$ cat config.mk
export PLATFORM = sky130hd
export DESIGN_NAME = spi_master_slave
export DESIGN_NICKNAME = d
export VERILOG_FILES = /design/src/rtl/spi_master_slave.sv
export SDC_FILE = /design/constraint.sdc
export NUM_CORES = 1
export LEC_CHECK = 0
export BUFFER_PORTS_ARGS = -buffer_cell sky130_fd_sc_hd__buf_2
export CAP_MARGIN = 20
export CORE_AREA = 2 2 61 107
export CTS_CLUSTER_SIZE = 12
export DETAILED_ROUTE_END_ITERATION = 12
export DIE_AREA = 0 0 63 109
export HOLD_SLACK_MARGIN = 0.06
export PLACE_DENSITY = 0.5
export SLEW_MARGIN = 25
export SYNTH_ARGS = -nofsm -noshare
export SYNTH_HDL_FRONTEND = slang
export SYNTH_SLANG_ARGS = --single-unit
$ cat constraint.sdc
create_clock -name mclk -period 2.5 [get_ports mclk]
set_input_delay 0.125 -clock mclk [delete_from_list [all_inputs] [get_ports mclk]]
set_output_delay 0.125 -clock mclk [all_outputs]
set_load 0.005 [all_outputs]
$ cat src/rtl/spi_master_slave.sv
// spi_master_slave: 8-bit SPI master and slave joined by internal wires.
// One start request performs one full-duplex, MSB-first, mode-0 exchange
// that swaps the master and slave shift registers.
// Define SPI_ASSERT_EN to compile in the protocol checker (spi_master_slave_chk).

`ifdef SPI_ASSERT_EN
// Protocol checker for the parallel control port; silent on pass.
module spi_master_slave_chk (
  input logic mclk,
  input logic reset,
  input logic load_master,
  input logic load_slave,
  input logic read_master,
  input logic read_slave,
  input logic start,
  input logic busy
);
  a_load_read_master: assert property (@(posedge mclk) disable iff (!reset)
    load_master |-> !read_master)
    else $error("load_master asserted together with read_master");
  a_load_read_slave: assert property (@(posedge mclk) disable iff (!reset)
    load_slave |-> !read_slave)
    else $error("load_slave asserted together with read_slave");
  a_start_busy_load: assert property (@(posedge mclk) disable iff (!reset)
    !(start && busy && (load_master || load_slave)))
    else $error("start sampled while busy together with a load");
  a_ctrl_stable: assert property (@(posedge mclk) disable iff (!reset)
    busy |-> ($stable(load_master) && $stable(load_slave) &&
              $stable(read_master) && $stable(read_slave)))
    else $error("load/read changed while busy");
endmodule
`endif

module spi_master_slave #(
  parameter int CLK_DIV = 4
) (
  input  logic       mclk,
  input  logic       reset,
  input  logic       load_master,
  input  logic       load_slave,
  input  logic       read_master,
  input  logic       read_slave,
  input  logic       start,
  input  logic [7:0] data_in_master,
  input  logic [7:0] data_in_slave,
  output logic [7:0] data_out_master,
  output logic [7:0] data_out_slave,
  output logic       sclk,
  output logic       cs,
  output logic       mosi,
  output logic       miso,
  output logic       busy,
  output logic       done
);

  localparam int CW = $clog2(CLK_DIV);
  localparam logic [CW-1:0] CNT_ZERO    = CW'(0);
  localparam logic [CW-1:0] CNT_ONE     = CW'(1);
  localparam logic [CW-1:0] CNT_HALF_M1 = CW'(CLK_DIV / 2 - 1);
  localparam logic [CW-1:0] CNT_HALF    = CW'(CLK_DIV / 2);
  localparam logic [CW-1:0] CNT_LAST    = CW'(CLK_DIV - 1);

  localparam logic [1:0] ST_IDLE  = 2'd0;
  localparam logic [1:0] ST_SHIFT = 2'd1;
  localparam logic [1:0] ST_DONE  = 2'd2;

  logic [1:0]    state_r;
  logic [7:0]    msr_r;
  logic [7:0]    ssr_r;
  logic [7:0]    dout_m_r;
  logic [7:0]    dout_s_r;
  logic [CW-1:0] cnt_r;
  logic [2:0]    bitcnt_r;
  logic          mcap_r;
  logic          scap_r;
  logic          cs_r;
  logic          sclk_r;
  logic          busy_r;
  logic          done_r;

  logic          in_idle_s;
  logic          in_shift_s;
  logic          start_ok_s;
  logic          rise_s;
  logic          fall_s;
  logic          last_bit_s;
  logic [CW-1:0] cnt_nxt_s;
  logic          mosi_s;
  logic          miso_s;

  // Link wires: slave only drives MISO while selected.
  assign mosi_s = msr_r[7];
  assign miso_s = cs_r ? 1'b0 : ssr_r[7];

  // Decode state and SCLK phase events from the registered counter.
  always_comb begin
    in_idle_s  = (state_r == ST_IDLE);
    in_shift_s = (state_r == ST_SHIFT);
    // A load in the same cycle takes priority over a start request.
    start_ok_s = in_idle_s && start && !load_master && !load_slave;
    rise_s     = in_shift_s && (cnt_r == CNT_HALF_M1);
    fall_s     = in_shift_s && (cnt_r == CNT_LAST);
    last_bit_s = fall_s && (bitcnt_r == 3'd7);
    if (cnt_r == CNT_LAST) begin
      cnt_nxt_s = CNT_ZERO;
    end else begin
      cnt_nxt_s = cnt_r + CNT_ONE;
    end
  end

  // Master FSM: IDLE -> SHIFT (8 bits) -> DONE (one cycle) -> IDLE.
  always_ff @(posedge mclk) begin
    if (!reset) begin
      state_r <= ST_IDLE;
    end else begin
      case (state_r)
        ST_IDLE:  if (start_ok_s) state_r <= ST_SHIFT;
        ST_SHIFT: if (last_bit_s) state_r <= ST_DONE;
        ST_DONE:  state_r <= ST_IDLE;
        default:  state_r <= ST_IDLE;
      endcase
    end
  end

  // Link timing: chip select, SCLK phase, bit counter and status flags.
  always_ff @(posedge mclk) begin
    if (!reset) begin
      cs_r     <= 1'b1;
      sclk_r   <= 1'b0;
      busy_r   <= 1'b0;
      done_r   <= 1'b0;
      cnt_r    <= CNT_ZERO;
      bitcnt_r <= 3'd0;
    end else if (start_ok_s) begin
      cs_r     <= 1'b0;
      sclk_r   <= 1'b0;
      busy_r   <= 1'b1;
      done_r   <= 1'b0;
      cnt_r    <= CNT_ZERO;
      bitcnt_r <= 3'd0;
    end else if (in_shift_s) begin
      cnt_r  <= cnt_nxt_s;
      // SCLK is high for the second half of each bit period.
      sclk_r <= (cnt_nxt_s >= CNT_HALF);
      if (fall_s) begin
        bitcnt_r <= bitcnt_r + 3'd1;
      end
      if (last_bit_s) begin
        cs_r   <= 1'b1;
        busy_r <= 1'b0;
        done_r <= 1'b1;
      end
    end else begin
      cs_r   <= 1'b1;
      sclk_r <= 1'b0;
      busy_r <= 1'b0;
      done_r <= 1'b0;
    end
  end

  // Datapath: parallel load/read in IDLE, sample on rise, shift on fall.
  always_ff @(posedge mclk) begin
    if (!reset) begin
      msr_r    <= 8'h00;
      ssr_r    <= 8'h00;
      dout_m_r <= 8'h00;
      dout_s_r <= 8'h00;
      mcap_r   <= 1'b0;
      scap_r   <= 1'b0;
    end else if (in_idle_s) begin
      // Load beats read on the same side.
      if (load_master) begin
        msr_r <= data_in_master;
      end else if (read_master) begin
        dout_m_r <= msr_r;
      end
      if (load_slave) begin
        ssr_r <= data_in_slave;
      end else if (read_slave) begin
        dout_s_r <= ssr_r;
      end
    end else if (rise_s) begin
      mcap_r <= miso_s;
      scap_r <= mosi_s;
    end else if (fall_s) begin
      msr_r <= {msr_r[6:0], mcap_r};
      ssr_r <= {ssr_r[6:0], scap_r};
    end
  end

  assign data_out_master = dout_m_r;
  assign data_out_slave  = dout_s_r;
  assign sclk            = sclk_r;
  assign cs              = cs_r;
  assign mosi            = mosi_s;
  assign miso            = miso_s;
  assign busy            = busy_r;
  assign done            = done_r;

`ifdef SPI_ASSERT_EN
  spi_master_slave_chk u_chk (
    .mclk        (mclk),
    .reset       (reset),
    .load_master (load_master),
    .load_slave  (load_slave),
    .read_master (read_master),
    .read_slave  (read_slave),
    .start       (start),
    .busy        (busy_r)
  );
`else
  // Checker not compiled in this build; behaviour is identical.
`endif

endmodule

Word level (Yosys, flattened, before mapping):

Cells that the tools add are included.

* $add $sub $neg: 2
* $lt $le $gt $ge: 1
* equal/unequal tests: 10
* multiplexer cells: 19
* bitwise gates (word level): 5
* reductions and logical operators: 19

Operators with widths (count)
* 2-to-1 mux 8 bit: 8
* AND reduction 3 bit: 4
* 2-to-1 mux 1 bit: 7
* logical AND 1 bit: 6
* 2-to-1 mux 2 bit: 3
* inequality test 2 bit, second input constant: 3
* AND reduction 2 bit: 3
* NOT 1 bit: 5
* equality test 2 x 1 -> 1 bit, second input constant: 2
* inequality test 2 x 1 -> 1 bit, second input constant: 2
* one-hot mux 2 bit (2 select lines): 1
* adder 3 x 1 -> 3 bit, second input constant: 1
* equality test 3 bit, second input constant: 1
* inequality test 3 x 1 -> 1 bit, second input constant: 1
* OR reduction 3 bit: 1
* adder 2 x 1 -> 2 bit, second input constant: 1
* equality test 2 bit, second input constant: 1
* greater-or-equal comparator 2 bit, second input constant: 1
* logical NOT 1 bit: 2
* logical NOT 2 bit: 1
* nonzero test 2 bit: 1
* OR reduction 2 bit: 1

* bits in registers: 45
* input bits: 23
* output and inout bits: 22

Depth between registers and ports, before layout:

* word-level depth: 6
* depth in mapped cells: 7
* gate-level depth less buffers: 5

Least setup slack after synthesis:

Ideal clock, no wire load.

* path type: register to register
* from: register cnt_r[0]
* to: register ssr_r[0]
* arrival: 1.493 ns
* data required time: 2.384 ns
* slack: 0.891 ns
* stages on the path, launching flop included: 7
* cells stage by stage: dfxtp_1 -> ha_1 -> and4bb_2 -> buf_4 -> or2_1 -> buf_6 -> o211a_1

* cells in the longest elaborated chain, start to end: 4
* elaborated cells on any way between the ends: 7

Ends and longest elaborated chain
* start: declaration: line 72 `logic [CW-1:0] cnt_r;`
* start signal: assignment: line 142 `cnt_r <= cnt_nxt_s;`
* equality test 2 x 1 -> 1 bit or equality test 2 bit (tied branches): line 101, 102
* logical AND 1 bit (on tied branches): line 101, 102
* inequality test 2 bit (no source line) or nonzero test 2 bit (tied branches)
* AND reduction 3 bit (no source line) (*)
* end signal: assignment: line 178 `ssr_r <= data_in_slave;`
* end signal: assignment: line 187 `ssr_r <= {ssr_r[6:0], scap_r};`
* end: declaration: line 69 `logic [7:0] ssr_r;`

Mark *: on every way between the ends. The rest lies on a longest branch, timed or not.
A chain may end at the register's enable or synchronous reset.

Final worst setup path:

* from: register state_r[0]
* to: register dout_m_r[1], in the netlist data_out_master[1]

* cells in the longest elaborated chain, start to end: 2

Ends and longest elaborated chain
* start: declaration: line 67 `logic [1:0] state_r;`
* start signal: assignment: line 114 `state_r <= ST_IDLE;`
* start signal: assignment: line 117 `ST_IDLE: if (start_ok_s) state_r <= ST_SHIFT;`
* start signal: assignment: line 118 `ST_SHIFT: if (last_bit_s) state_r <= ST_DONE;`
* logical NOT 2 bit: line 97 `in_idle_s = (state_r == ST_IDLE);`
* AND reduction 3 bit (no source line)
* end signal: assignment: line 175 `dout_m_r <= msr_r;`
* end: declaration: line 70 `logic [7:0] dout_m_r;`

Every way passes these cells.

==> reports/qor.yml <==
run_status:
  status: "complete, no violations"
layout:
  final_layout_size_suffix_gt1_frac: 0.280
  diodes: 0
  final_area_um2: 2360
  final_core_util: 0.390
  multi_input_area_um2: 1030
  area_delta_synth_final_pct: 14.7
  filler_cell_count: 663
  seqCellArea_um2: 901
  fin_nets: 274
grt:
  grt_pass1_wl_mm: 7.20
  grt_max_degree: 28
  grt_pass1_vias: 1474
  track_usage: 0.134
  antenna_found_initial: 0
  grt-ovfl-total: 0
clock_network:
  hold_buffers: 0
  cts_tree: "built"
  postCtsSetupBuffers: 0
  cts_made_buffers: 5
  clock_sinks: 45
  path_clk_slew_ns: 0.08
  cts_resized: 0
  h-tree-depth: 2
  clk_path_buf_depth: 2
  clk_latency_ns: 0.29
  root_buffer: "clkbuf_8"
power:
  p_comb_frac: 0.118
  netSwitchingPower_mw: 0.333
  power_density_nw_per_um2: 570
  finalPower_mw: 1.34
  swShare: 0.248
  internal_power_mw: 1.01
  cellLeakagePower_nw: 1.01
  seq_power_share: 0.576
  p_clk_frac: 0.306
  ir_drop_mv: 0.288
placement:
  globalplace.congestion: 0.710
  dp_worst_setup_slack_ns: 0.663
  dp_hpwl_mm: 3.23
  dpl_cell_area_um2: 2280
  portBuffers: 44
detailed_routing:
  finalWirelength_mm: 4.37
  first_pass_iters: 4
  drtIter0Drc: 42
  drt-wirelength-per-cell_um: 13.4
  ant_nets: 0
  vias_per_cell: 4.79
  vias: 1561
  post-route-drc-count: 0
timing:
  timing.final.ws_setup_ns: 0.683
  min_period_over_period: 0.727
  drv_slew: 0
  rsz0062_at_grt: "false"
  final.setup_skew_ns: 0.00351
  fmaxAchievable_mhz: 550
  hold_viol: 0
  relSlewSlack: 0.526
  worst_slew_pin_slew_ns: 0.711
  setup_viol: 0
  timing.final.crit_period_ns: 1.82
  fin_tns_setup_ns: 0
logic_synthesis:
  syn-cell-area_um2: 2050
  ys_warn_count: 0
  async_reset_ff_frac: 0
  synth_edf_count: 0
  synth_compound_area_frac: 0.190
  synth_top_family_by_area: "simple AND/OR/NAND/NOR gates"
  synthAdderAreaFrac: 0.0244
  yosys-mux-area-fraction: 0.0878
  yosys-top-cells-area: "dfxtp_1, mux2i_1, nand2_1"
  yosys.area_share.simple: 0.194
  synth_most_common_cell: "dfxtp_1"
  synth_cell_types: 36
  synth_cells: 208
  yosysSeqAreaShare: 0.439
  syn_avg_cell_area_um2: 9.87
  synth_xor_area_frac: 0.00427
  synth-main-ff-cell: "dfxtp_1"
  synth_top_area_frac: 0.439
  ys_ff_latch: 45
  syn_nets: 235
  synth_common_cells: "dfxtp_1, nand2_1, mux2i_1"
  yosys.area.top_type: "dfxtp_1"
floorplan:
  rows: 38
  die_h_um: 109
  initial_core_util: 0.340
  dieWidth_um: 63
  ios: 45
  dieArea_um2: 6870
  core_area_um2: 6040
critical_path:
  cp.arrival_ns: 1.98
  rr_startpoint: "state_r[0]$_SDFFE_PN0P_"
  cp-startpoint: "state_r[0]$_SDFFE_PN0P_"
  worst_ep_required_time_ns: 2.66
  end_kind: "flip-flop"
  worstSetupPathType: "reg2reg"
  cp_max_fo: 17
  worstSetupStartpointType: "flip-flop"
hold_path:
  hp-class: "in2reg"
  min_from: "data_in_master[2]"
job:
  drv_cap: 0
==> cells in the final DEF, fill, tap and decap left out, drive strengths merged <==
cell	synthesis	layout
buf	12	48
dfxtp	45	45
nand2	31	31
mux2i	18	18
o21ai	16	16
nand3	12	12
a21boi	11	11
nand2b	9	9
o211ai	8	8
nor2	8	8
o211a	8	8
clkbuf	4	5
ha	4	4
a21oi	4	4
nand3b	3	3
nor2b	2	2
or4b	2	2
inv	1	1
nor4b	1	1
and2b	1	1
and4bb	1	1
o41ai	1	1
xor2	1	1
nor3b	1	1
or2	1	1
a211oi	1	1
or4	1	1
a21bo	1	1
clkinv	0	1
==> flip-flops by register name, summed over array words and instances, names as in the netlist <==
name	count
busy	1
cs	1
cnt_r	2
msr_r	8
bitcnt_r	3
state_r	2
sclk	1
data_out_master	8
data_out_slave	8
scap_r	1
mcap_r	1
done	1
ssr_r	8
==> kinds of logic after synthesis <==
logic type / Yosys count
xor gates and xnor gates: 1
adders and majority gates: 4
DFF: 45
muxes: 18
AOI/OAI and AO/OA: 50
buffers and inverters: 17
and+or+nand+nor: 73
==> metal layers <==
metal | track usage | share of wire | vias up
li1 | - | - | 804
met1 | 0.152 | 0.42 | 722
met2 | 0.238 | 0.52 | 30
met3 | 0.0351 | 0.041 | 5
met4 | 0.0524 | 0.017 | 0
met5 | 0 | 0 | -
==> worst max-delay path, stage by stage (launching register included) <==
cell and delay, ns:
dfxtp_1 0.47, or4b_1 0.93, nand3_1 0.23, o21ai_2 0.07
==> per-stage QoR <==
stage	hold slack, ns	instances
after floorplan	0.319	208
after global placement	0.432	320
after detailed placement	0.433	320
after CTS	0.128	326
after global routing	0.139	326
final	0.135	326
==> power by group through the flow <==
stage                     registers (mW)  logic, mW  clock network, mW
final                              0.773      0.159              0.410
after floorplan                    0.784      0.120                  0
after detailed placement           0.791      0.162                  0
after global placement             0.790      0.161                  0
after CTS                          0.774      0.162              0.437
after global routing               0.780      0.178              0.460
==> cell type report <==
class,count,area share
inverter,1,0.00159
tap,80,0.0425
clock inverter,1,0.00212
clock buffer,5,0.0292
multi-input combinational,146,0.436
timing repair buffer,48,0.106
sequential,45,0.382
==> final timing paths <==
path	cells past startpoint	slack, ns	end
setup reg to reg	3	0.68	data_out_master[1]$_SDFFE_PN0P_
setup / recovery	3	0.68	data_out_master[1]$_SDFFE_PN0P_
hold reg to reg	2	0.46	data_out_master[6]$_SDFFE_PN0P_
hold / removal	3	0.13	msr_r[2]$_SDFFE_PN0P_
Power figures use the tool's default switching activity.
